`src/rtl/seg7_pkg.sv`:
```
// Shared definitions for the seven-segment receive decoder: segment
// pattern constants (bit 0 = a ... bit 6 = g), the sequence FSM state
// type and a pattern classifier.
package seg7_pkg;

  localparam logic [6:0] SEG_0     = 7'h3F;
  localparam logic [6:0] SEG_1     = 7'h06;
  localparam logic [6:0] SEG_2     = 7'h5B;
  localparam logic [6:0] SEG_3     = 7'h4F;
  localparam logic [6:0] SEG_4     = 7'h66;
  localparam logic [6:0] SEG_5     = 7'h6D;
  localparam logic [6:0] SEG_6     = 7'h7C;
  localparam logic [6:0] SEG_6_ALT = 7'h7D;
  localparam logic [6:0] SEG_7     = 7'h07;
  localparam logic [6:0] SEG_8     = 7'h7F;
  localparam logic [6:0] SEG_9     = 7'h67;
  localparam logic [6:0] SEG_9_ALT = 7'h6F;
  localparam logic [6:0] SEG_BLANK = 7'h00;

  typedef enum logic {
    ST_NOHIST,
    ST_HIST
  } seq_state_t;

  typedef enum logic [1:0] {
    PAT_DIGIT,
    PAT_BLANK,
    PAT_ILLEGAL
  } pat_kind_t;

  typedef struct packed {
    pat_kind_t  kind;
    logic [3:0] digit;
  } pat_class_t;

  // Map a 7-bit segment pattern to digit / blank / illegal.
  function automatic pat_class_t classify(input logic [6:0] p);
    pat_class_t c;
    c.kind  = PAT_DIGIT;
    c.digit = 4'd0;
    case (p)
      SEG_0:            c.digit = 4'd0;
      SEG_1:            c.digit = 4'd1;
      SEG_2:            c.digit = 4'd2;
      SEG_3:            c.digit = 4'd3;
      SEG_4:            c.digit = 4'd4;
      SEG_5:            c.digit = 4'd5;
      SEG_6, SEG_6_ALT: c.digit = 4'd6;
      SEG_7:            c.digit = 4'd7;
      SEG_8:            c.digit = 4'd8;
      SEG_9, SEG_9_ALT: c.digit = 4'd9;
      SEG_BLANK:        c.kind  = PAT_BLANK;
      default:          c.kind  = PAT_ILLEGAL;
    endcase
    return c;
  endfunction

  // Mod-10 successor used by the order checker.
  function automatic logic [3:0] succ10(input logic [3:0] d);
    return (d == 4'd9) ? 4'd0 : d + 4'd1;
  endfunction

endpackage

```
`src/rtl/seg7_glitch_filter.sv`:
```
// Input sampler and stability counter for the segment bus.
// smp holds the last sample; stb counts consecutive repeats of it and
// saturates at STABLE_CYC. 'stable' looks at the count being written on
// this edge, so an accept lands on the same edge the count reaches
// STABLE_CYC (STABLE_CYC edges after the new value was first sampled).
module seg7_glitch_filter #(
  parameter int STABLE_CYC = 4
) (
  input  logic       clk,
  input  logic       rst_n,
  input  logic [6:0] din,
  output logic [6:0] smp,
  output logic       stable
);

  localparam logic [3:0] LIM = 4'(STABLE_CYC);

  logic [3:0] stb;
  logic [3:0] stb_nxt;

  // Next repeat count: saturating increment on a match, restart on change.
  always_comb begin
    stb_nxt = 4'd0;
    if (din == smp)
      stb_nxt = (stb == LIM) ? LIM : stb + 4'd1;
  end

  assign stable = (stb_nxt == LIM);

  // Sample register and repeat counter.
  always_ff @(posedge clk or negedge rst_n) begin
    if (!rst_n) begin
      smp <= 7'h00;
      stb <= 4'd0;
    end else begin
      smp <= din;
      stb <= stb_nxt;
    end
  end

endmodule

```
`src/rtl/seg7_rx_bcd.sv`:
```
// Seven-segment receive decoder: filters the segment bus, decodes
// accepted patterns back to BCD, flags blank/illegal patterns, counts
// digits and (with SEG7RX_SEQCHK_EN defined) checks mod-10 up-count order.
// Without SEG7RX_SEQCHK_EN the order checker is absent and SEQ_ERR is 0.
module seg7_rx_bcd
  import seg7_pkg::*;
#(
  parameter int STABLE_CYC = 4
) (
  input  logic       CP,
  input  logic       MRN,
  input  logic [7:0] Seg,
  input  logic       CLR,
  output logic [3:0] BCD,
  output logic       VALID,
  output logic       BLANK,
  output logic       ERR,
  output logic       SEQ_ERR,
  output logic [7:0] CNT
);

  logic [6:0] smp;
  logic       stable;
  logic [6:0] acc;
  logic       accept;
  pat_class_t cls;
  logic       dp_unused;

  // Decimal point carries no digit information.
  assign dp_unused = Seg[7];

  seg7_glitch_filter #(.STABLE_CYC(STABLE_CYC)) u_filt (
    .clk    (CP),
    .rst_n  (MRN),
    .din    (Seg[6:0]),
    .smp    (smp),
    .stable (stable)
  );

  // While stable, smp equals the bus; a held pattern is accepted only once.
  assign accept = stable && (smp != acc);
  assign cls    = classify(smp);

  // Accepted pattern, digit/blank outputs, sticky error and digit count.
  always_ff @(posedge CP or negedge MRN) begin
    if (!MRN) begin
      acc   <= SEG_BLANK;
      BCD   <= 4'd0;
      VALID <= 1'b0;
      BLANK <= 1'b1;
      ERR   <= 1'b0;
      CNT   <= 8'd0;
    end else begin
      VALID <= 1'b0;
      if (accept) begin
        acc <= smp;
        case (cls.kind)
          PAT_DIGIT: begin
            BCD   <= cls.digit;
            VALID <= 1'b1;
            BLANK <= 1'b0;
          end
          PAT_BLANK: BLANK <= 1'b1;
          default: ;
        endcase
      end
      // CLR outranks a coincident accept for the sticky flag and count.
      if (CLR) begin
        ERR <= 1'b0;
        CNT <= 8'd0;
      end else if (accept) begin
        if (cls.kind == PAT_ILLEGAL) ERR <= 1'b1;
        if (cls.kind == PAT_DIGIT)   CNT <= CNT + 8'd1;
      end
    end
  end

`ifdef SEG7RX_SEQCHK_EN
  seq_state_t state;
  seq_state_t state_nxt;
  logic [3:0] prev;
  logic       seq_bad;
  logic       seq_err_q;

  // Sequence state register.
  always_ff @(posedge CP or negedge MRN) begin
    if (!MRN) state <= ST_NOHIST;
    else      state <= state_nxt;
  end

  // Next state and order check; blank/illegal accepts or CLR drop history.
  always_comb begin
    state_nxt = state;
    seq_bad   = 1'b0;
    if (CLR) begin
      state_nxt = ST_NOHIST;
    end else if (accept) begin
      if (cls.kind == PAT_DIGIT) begin
        seq_bad   = (state == ST_HIST) && (cls.digit != succ10(prev));
        state_nxt = ST_HIST;
      end else begin
        state_nxt = ST_NOHIST;
      end
    end
  end

  // Reference digit and sticky order-error flag.
  always_ff @(posedge CP or negedge MRN) begin
    if (!MRN) begin
      prev      <= 4'd0;
      seq_err_q <= 1'b0;
    end else begin
      if (accept && cls.kind == PAT_DIGIT) prev <= cls.digit;
      if (CLR)          seq_err_q <= 1'b0;
      else if (seq_bad) seq_err_q <= 1'b1;
    end
  end

  assign SEQ_ERR = seq_err_q;
`else
  assign SEQ_ERR = 1'b0;
`endif

endmodule

```
`config.mk`:
```
export PLATFORM = sky130hd
export DESIGN_NAME = seg7_rx_bcd
export DESIGN_NICKNAME = d
export VERILOG_FILES = /design/src/rtl/seg7_pkg.sv /design/src/rtl/seg7_glitch_filter.sv /design/src/rtl/seg7_rx_bcd.sv
export SDC_FILE = /design/constraint.sdc
export NUM_CORES = 1
export LEC_CHECK = 0
export BUFFER_PORTS_ARGS = -buffer_cell sky130_fd_sc_hd__buf_2
export CAP_MARGIN = 20
export CORE_ASPECT_RATIO = 0.75
export CORE_UTILIZATION = 52
export CTS_CLUSTER_SIZE = 12
export DETAILED_ROUTE_END_ITERATION = 12
export MAX_ROUTING_LAYER = met4
export PLACE_DENSITY_LB_ADDON = 0.25
export SLEW_MARGIN = 20
export SYNTH_ARGS = -nofsm -noshare
export SYNTH_HDL_FRONTEND = slang
export SYNTH_SLANG_ARGS = --single-unit
```
`constraint.sdc`:
```
create_clock -name CP -period 2.4 [get_ports CP]
set_input_delay 0.12 -clock CP [delete_from_list [all_inputs] [get_ports CP]]
set_output_delay 0.12 -clock CP [all_outputs]
set_load 0.005 [all_outputs]
```
After elaboration in Yosys (flattened, before gate mapping)
Index checks and enable logic that the tools add are counted.

Input bits: 11. Output and inout port bits: 16. Word-level logic and storage cells: 55. Flip-flop bits (word level): 33.

Muxes and demuxes: 13. Eq/ne operators: 18. Reductions and logical operators: 14. Add/sub/neg operators: 2.

Operators by type and width (number): $eq 7x7->1 const B (9); $pmux 4 s9 (1); $mux 8 (3); $eq 7x3->1 const B (2); $reduce_or 12->1 (1); $add 8x1->8 const B (1); $eq 4x3->1 const B (2); $mux 4 (2); $reduce_and 2->1 (4); $reduce_bool 2->1 (4); $eq 7x6->1 const B (1); $eq 7x7->1 (1); $logic_not 7->1 (1); $ne 7x7->1 (1); $mux 1 (5); $add 4x1->4 const B (1); $pmux 2 s2 (1); $reduce_or 2->1 (2); $eq 2x1->1 const B (1); $eq 2x2->1 const B (1); $logic_not 2->1 (1); $pmux 1 s2 (1); $logic_and 1x1->1 (1).

Depth between registers and ports, before layout
Gate-level depths: netlist of run 1.

Depth in word-level cells: 7. Mapped depth: 9. Mapped depth without buffers: 7.

By module
Synthesis of run 1 repeated with hierarchy kept, for this count alone.

Cell total of the unflattened synthesis: 164. Area, all modules: 1779.2 um^2.

Modules (own cells, without submodules): seg7_rx_bcd (cells each 124, area an instance 1293.7 um^2, seq. area each 551.8 um^2, times used 1); seg7_glitch_filter (cells each 40, area an instance 485.5 um^2, seq. area each 275.3 um^2, times used 1).

Worst setup path before layout of run 1
Ideal clock, no wire load.

Path kind: reg-to-reg. Start: reg u_filt.smp[6]. End: reg acc[0]. Period minus slack after synthesis: 2248 ps. Cell stages (with the launch flop): 8. Data required time: 2275 ps. Buffers on the path: 2. Arrival: 2123 ps. Setup time: 125 ps. Setup slack: 152 ps. Cell sequence: dfrtp_1 > buf_6 > xnor2_1 > nand3_1 > or4_4 > or3_1 > buf_6 > mux2_4.

Longest elaborated chain between the ends: 4. Elaborated cells between the ends (all ways): 5. Classes of those cells: eq/ne (3); mux (1); reduce/logical (1).

RTL lines: start: declaration (RTL line seg7_glitch_filter.sv:12) `output logic [6:0] smp,`; start signal: assignment (RTL line seg7_glitch_filter.sv:36) `smp <= din;`; $eq 7x7->1 (RTL line seg7_glitch_filter.sv:24) `if (din == smp)`; $mux 4 (RTL line seg7_glitch_filter.sv:24); $eq 4x3->1 (RTL line seg7_glitch_filter.sv:28) `assign stable = (stb_nxt == LIM);`; $logic_and 1x1->1 (*) (RTL line seg7_rx_bcd.sv:41) `assign accept = stable && (smp != acc);`; end signal: assignment (RTL line seg7_rx_bcd.sv:56) `acc <= smp;`; end: declaration (RTL line seg7_rx_bcd.sv:24) `logic [6:0] acc;`.

Mark *: on every way between the ends. The rest lies on a longest branch, timed or not. A chain may end at the register's enable or synchronous reset.

Worst setup path in the final report of run 1
Start: reg u_filt.stb[0]. End: reg CNT[0].

Longest elaborated chain between the ends: 7. Elaborated cells between the ends (all ways): 8. Classes of those cells: add/sub (1); eq/ne (2); mux (2); reduce/logical (3).

RTL lines: start: declaration (RTL line seg7_glitch_filter.sv:18) `logic [3:0] stb;`; start signal: assignment (RTL line seg7_glitch_filter.sv:37) `stb <= stb_nxt;`; $add 4x1->4 / $eq 4x3->1 (equally long branches) (RTL line seg7_glitch_filter.sv:25) `stb_nxt = (stb == LIM) ? LIM : stb + 4'd1;`; $mux 4 (*) (RTL line seg7_glitch_filter.sv:25); $mux 4 (*) (RTL line seg7_glitch_filter.sv:24); $eq 4x3->1 (*) (RTL line seg7_glitch_filter.sv:28); $logic_and 1x1->1 (*) (RTL line seg7_rx_bcd.sv:41); $reduce_bool 2->1 (no source line) (*); $reduce_and 2->1 (no source line) (*); end signal: assignment (RTL line seg7_rx_bcd.sv:73) `if (cls.kind == PAT_DIGIT) CNT <= CNT + 8'd1;`; end: declaration (RTL line seg7_rx_bcd.sv:19) `output logic [7:0] CNT`.

Marked as above.

==> results of run 1 <==
worst max-delay path: stages (launching register included):
cell and delay, ns:
dfrtp_1 0.40, inv_1 0.07, ha_2 0.17, nor2b_4 0.14, nor2_1 0.06, or4_4 0.53, buf_12 0.15, buf_12 0.13
a2111oi_4 0.27, mux2_4 0.33
final cells by class:
class | count | area [µm²] | share of cell area [%]
multi-input cells | 131 | 1190 | 45.3
flip-flops and latches | 33 | 827 | 31.6
repair buffers | 53 | 415 | 15.9
clock buffers | 7 | 96.3 | 3.68
well taps | 52 | 65.1 | 2.49
inverters | 6 | 22.5 | 0.860
clock inverters | 1 | 5.00 | 0.191
per-layer routing:
layer / wire length, µm / GRT usage, % / vias up
li1: - / - / 751
met1: 2050 / 33.6 / 774
met2: 1980 / 33.8 / 33
met3: 166 / 5.62 / 5
met4: 37 / 5.22 / 0
met5: 0 / - / -
metrics by stage:
step                setup slack, ns  hold slack, ns  setup TNS, ns
global placement             0.0458           0.207              0
finish                       0.0223           0.299              0
floorplan                     0.152          -0.176              0
CTS                        -0.00405         -0.0362       -0.00405
detailed placement          -0.0586           0.226         -0.516
global route                -0.0708           0.362         -0.301
worst paths after layout:
path | slack (ns) | start | cells past startpoint | to
setup / recovery | 0.02 | u_filt.stb[0] | 9 | CNT[0]
hold / removal | 0.30 | CLR | 2 | ERR
setup reg to reg | 0.02 | u_filt.stb[0] | 9 | CNT[0]
hold reg to reg | 0.51 | BCD[0] | 1 | BCD[0]
max in group asynchronous | 1.48 | MRN | 2 | BCD[2]
min in group asynchronous | 0.44 | MRN | 2 | CNT[4]
power by group through the flow:
stage	Sequential, mW	Combinational (mW)	Clock (mW)
3_5_place_dp	0.577	0.106	0
2_1_floorplan	0.576	0.0666	0
4_1_cts	0.567	0.117	0.471
5_1_grt	0.567	0.135	0.493
3_3_place_gp	0.577	0.101	0
6_report	0.567	0.123	0.459
timing repair:
action                                 in CTS  in global routing
cloned                                      0                  0
gates resized for setup                     9                 16
hold buffers                                7                  1
setup endpoints to repair                  12                 19
endpoints found under the hold margin      39                  1
buffers inserted                            5                  2
pin swaps                                   3                  4
flip-flops by register name (all words and copies together), names as in the netlist:
| name | cells |
|---|---|
| CNT | 8 |
| acc | 7 |
| u_filt.smp | 7 |
| BCD | 4 |
| u_filt.stb | 4 |
| BLANK | 1 |
| ERR | 1 |
| VALID | 1 |
cells in the mapped netlist, drive strengths merged (6+ instances only):
cell type	instances
nand3	10
dfrtp	32
a2111oi	8
buf	12
inv	6
xor2	7
xnor2	8
nor3	7
nor2b	10
mux2	17
nor2	16
cells by family after synthesis:
family,count (synthesis)
AO/OA/AOI/OAI,17
XOR/XNOR,15
adder cells (fa/ha/maj),4
buffers and inverters,19
flip-flops,33
multiplexers,21
other,1
AND/OR/NAND/NOR,73
==> results.cfg, run 1 <==
[synthesis]
synthAdderAreaFrac_pct = 2.36
synth_fp_nets = 197
synth_compound_area_share_pct = 10.3
synth_seq_cells = 33
avgSynthCellArea_um2 = 11.0
synth.area.mux_share_pct = 12.8
synth_top_family_by_area = simple AND/OR/NAND/NOR gates
syn-cell-area_um2 = 2020
ys_warn_count = 0
synth_xor_area_share_pct = 6.51
async_reset_ff_share_pct = 100
synthDominantCellAreaShare_pct = 39.7
syn_inst = 183
ys_types = 46
ys.flop_type = dfrtp_1
synth_top_cell_by_area = dfrtp_1
yosysSeqAreaShare_pct = 41.0
synth.area.top_cells = dfrtp_1 40%, mux2_2 5.6%, mux2_4 5.2%
synth-simple-area-share_pct = 21.0
synth_edf_count = 0

[clocking]
htree_levels = 2
clk_latency_ns = 0.28
clock-sinks = 33
cts_tree = done
path_clk_slew_ns = 0.07
clk_path_buf_depth = 2
root_buffer = clkbuf_8
numCtsBuffers = 5

[routing]
first_iter_violations = 46
vias_per_cell = 5.52
wl_um = 4230
firstDrtPassIters = 4
remaining_drc_errors = 0
via_count = 1563
post_drt_wl_per_cell_um = 15.0
ant_nets = 0

[pwr]
sw_frac_of_total_pct = 23.7
worst_ir_drop_vdd_mv = 0.481
p_clk_share_pct = 40.0
p_int_uw = 877
switching_power_uw = 272
leakage_nw = 1.18
p_per_area_nw_per_um2 = 439
pwr-share-comb_pct = 10.7
power_mw = 1.15
sequentialPowerShare_pct = 49.3

[setup_path]
critPathRequiredTime_ns = 2.56
crit_path_end_kind = flop
worstPathArrival_ns = 2.54
startpoint_type = flop
crit_type = reg2reg
path_max_fanout = 4

[final_layout]
drive_gt1_share_pct = 39.8
synthToLayoutAreaGrowth_pct = 29.8
stdcell_count = 283
utilization_pct = 71.0
diodes = 0
fillCellCount = 265
layout_common_cells = 32 x dfrtp_1, 24 x buf_2, 16 x nor2_1
layout_commonest_cell = dfrtp_1
final_cell_area_um2 = 2620
final_nets = 244

[sta]
setup_viol = 0
min_period_over_period_pct = 99.1
drv_slew = 0
period_minus_slack_ns = 2.38
rsz0062_at_grt = true
tightest_slew_ns = 0.752
hold_viol_final = 0
clock_skew_ns = 0.00625
slew_headroom_pct = 49.7
fmax_ghz = 0.421

[floorplanning]
ios = 27
dieWidth_um = 73.9
dieHeight_um = 55.9
dieArea_um2 = 4130
initial_utilization_pct = 54.7
coreArea_um2 = 3680
rows = 19

[placement]
port_buffers = 24
place_hpwl_um = 2790
place_congestion = 0.868
post-place-cells = 260
dpl_cell_area_um2 = 2240

[grt]
grt_max_degree = 34
overflow = 0
track_usage_pct = 23.5
antenna_found_initial = 0
grt_pass1_wl_um = 7050
grt_pass1_vias = 1485

[run]
maxCapViolCount = 0

[worst_hold_path]
min-delay-path-class = in2reg

[outcome]
outcome = complete, no violations
Note: power is estimated with default switching activity, not from simulation.
==> run 2, diff against run 1 <==
Settings changed: CELL_PAD_IN_SITES_DETAIL_PLACEMENT set to 1, CELL_PAD_IN_SITES_GLOBAL_PLACEMENT set to 2, CORE_UTILIZATION 52 to 34.
==> results.cfg, run 2 (synthesis results as in run 1) <==
[outcome]
outcome = complete, no violations

[sta]
whs_ns = 0.282
hold_viol_final = 0
drv_slew = 0
rsz0062_at_grt = true
fin_ws_ns = 0.00837
clock_skew_ns = 0.00905
min_period_over_period_pct = 99.7
fmax_ghz = 0.418
slew_headroom_pct = 48.1
period_minus_slack_ns = 2.39
tightest_slew_ns = 0.779
setup_viol = 0

[final_layout]
synthToLayoutAreaGrowth_pct = 34.7
largest-register = CNT
stdcell_count = 316
fillCellCount = 625
layout_common_cells = 30 x dfrtp_1, 26 x buf_4, 24 x buf_2
largest_register_ffs = 8
layout_commonest_cell = dfrtp_1
final_nets = 254
utilization_pct = 49.2
drive_gt1_share_pct = 45.2
largest_registers = CNT (8), acc (7), u_filt.smp (7)
diodes = 0

[placement]
post-place-cells = 291
place_hpwl_um = 3750
dp_slack_ns = -0.0946
port_buffers = 24
place_congestion = 0.820

[grt]
grt_pass1_wl_um = 8740
grt_max_degree = 34
antenna_found_initial = 0
track_usage_pct = 19.2
grt_pass1_vias = 1652
overflow = 0

[setup_path]
startpoint_type = flop
crit_path_end_kind = flop
crit_type = reg2reg
cp_top_family = compound AO/OA/AOI/OAI gates
crit_chain = buf_12, xor2_1, nor4_1, a211o_1, buf_4, a2111oi_4, mux2_2
critPathSlowestCell = dfrtp_2
critPathRequiredTime_ns = 2.57
critPathMaxStageDelay_ns = 0.45
path_max_fanout = 10
worst-path-buf-inv = 2
worstPathArrival_ns = 2.56

[routing]
firstDrtPassIters = 4
first_iter_violations = 40
post_drt_wl_per_cell_um = 17.5
wl_um = 5520
remaining_drc_errors = 0
vias_per_cell = 5.07
ant_nets = 0
via_count = 1602

[floorplanning]
ios = 27
dieHeight_um = 68.7
dieArea_um2 = 6250
initial_utilization_pct = 36.5
dieWidth_um = 90.9
rows = 23
coreArea_um2 = 5530

[clocking]
htree_levels = 2
clk_path_buf_depth = 2
path_clk_slew_ns = 0.07
numCtsBuffers = 5
root_buffer = clkbuf_8
cts_tree = done
clk_latency_ns = 0.29
clock-sinks = 33

[worst_hold_path]
min-delay-path-class = in2reg

[pwr]
p_int_uw = 832
p_per_area_nw_per_um2 = 415
leakage_nw = 1.22
worst_ir_drop_vdd_mv = 0.237
pwr-share-comb_pct = 12.8
p_clk_share_pct = 36.6
switching_power_uw = 296
power_mw = 1.13
sw_frac_of_total_pct = 26.3
sequentialPowerShare_pct = 50.6

[run]
maxCapViolCount = 0
run 2: final cells by class:
class	count	area, µm²	share of cell area [%]
Clock inverter	2	10.0	0.368
Clock buffer	6	72.6	2.67
Sequential cell	33	830	30.5
Multi-Input combinational cell	132	1220	45.0
Tap cell	75	93.8	3.45
Inverter	6	22.5	0.829
Timing Repair Buffer	62	467	17.2
run 2: metrics by stage:
step	setup TNS (ns)	instance area [µm²]
3_5_place_dp	-0.882	2340
3_3_place_gp	0	2340
4_1_cts	0	2620
2_1_floorplan	0	2020
5_1_grt	-0.473	2720
6_report	0	2720
run 2: layer usage:
layer  up-vias  share of wire, %  global-route usage (%)  wire length [µm]
li1        764                 -                       -                 -
met1       815                45                    23.5              2500
met2        19                52                    34.0              2880
met3         4               1.9                    3.62               107
met4         0              0.53                    3.57                29
met5         -                 0                       -                 0
run 2: final timing paths:
kind | from | cells past startpoint | slack [ns] | endpoint
worst max-delay path | u_filt.smp[5] | 7 | 0.008 | CNT[0]
worst min-delay path | CLR | 2 | 0.28 | ERR
worst max register to register | u_filt.smp[5] | 7 | 0.008 | CNT[0]
worst min register to register | BCD[2] | 1 | 0.51 | BCD[2]
max in group asynchronous | MRN | 2 | 1.40 | u_filt.smp[0]
min in group asynchronous | MRN | 2 | 0.45 | BCD[3]
run 2: worst reg2reg max path, delay by kind of cell, from the launching register on:
family,cells,cell delay [ns]
multiplexers,1,0.38
flip-flops,1,0.45
XOR/XNOR,1,0.16
buffers and inverters,2,0.37
AND/OR/NAND/NOR,1,0.09
AO/OA/AOI/OAI,2,0.82
run 2: timing repair:
item,in CTS,in global routing
setup buffers,7,1
cloned,0,1
pin swaps,5,4
resized for setup,14,14
endpoints found under the setup margin,13,17
hold endpoints to repair,39,0
hold buffers,8,0
run 2: power by group through the flow:
stage          clock network (mW)  logic [mW]  registers (mW)
6_report                    0.413       0.145           0.571
4_1_cts                     0.424       0.136           0.570
3_5_place_dp                    0       0.119           0.580
5_1_grt                     0.452       0.158           0.572
2_1_floorplan                   0      0.0666           0.576
3_3_place_gp                    0       0.111           0.579
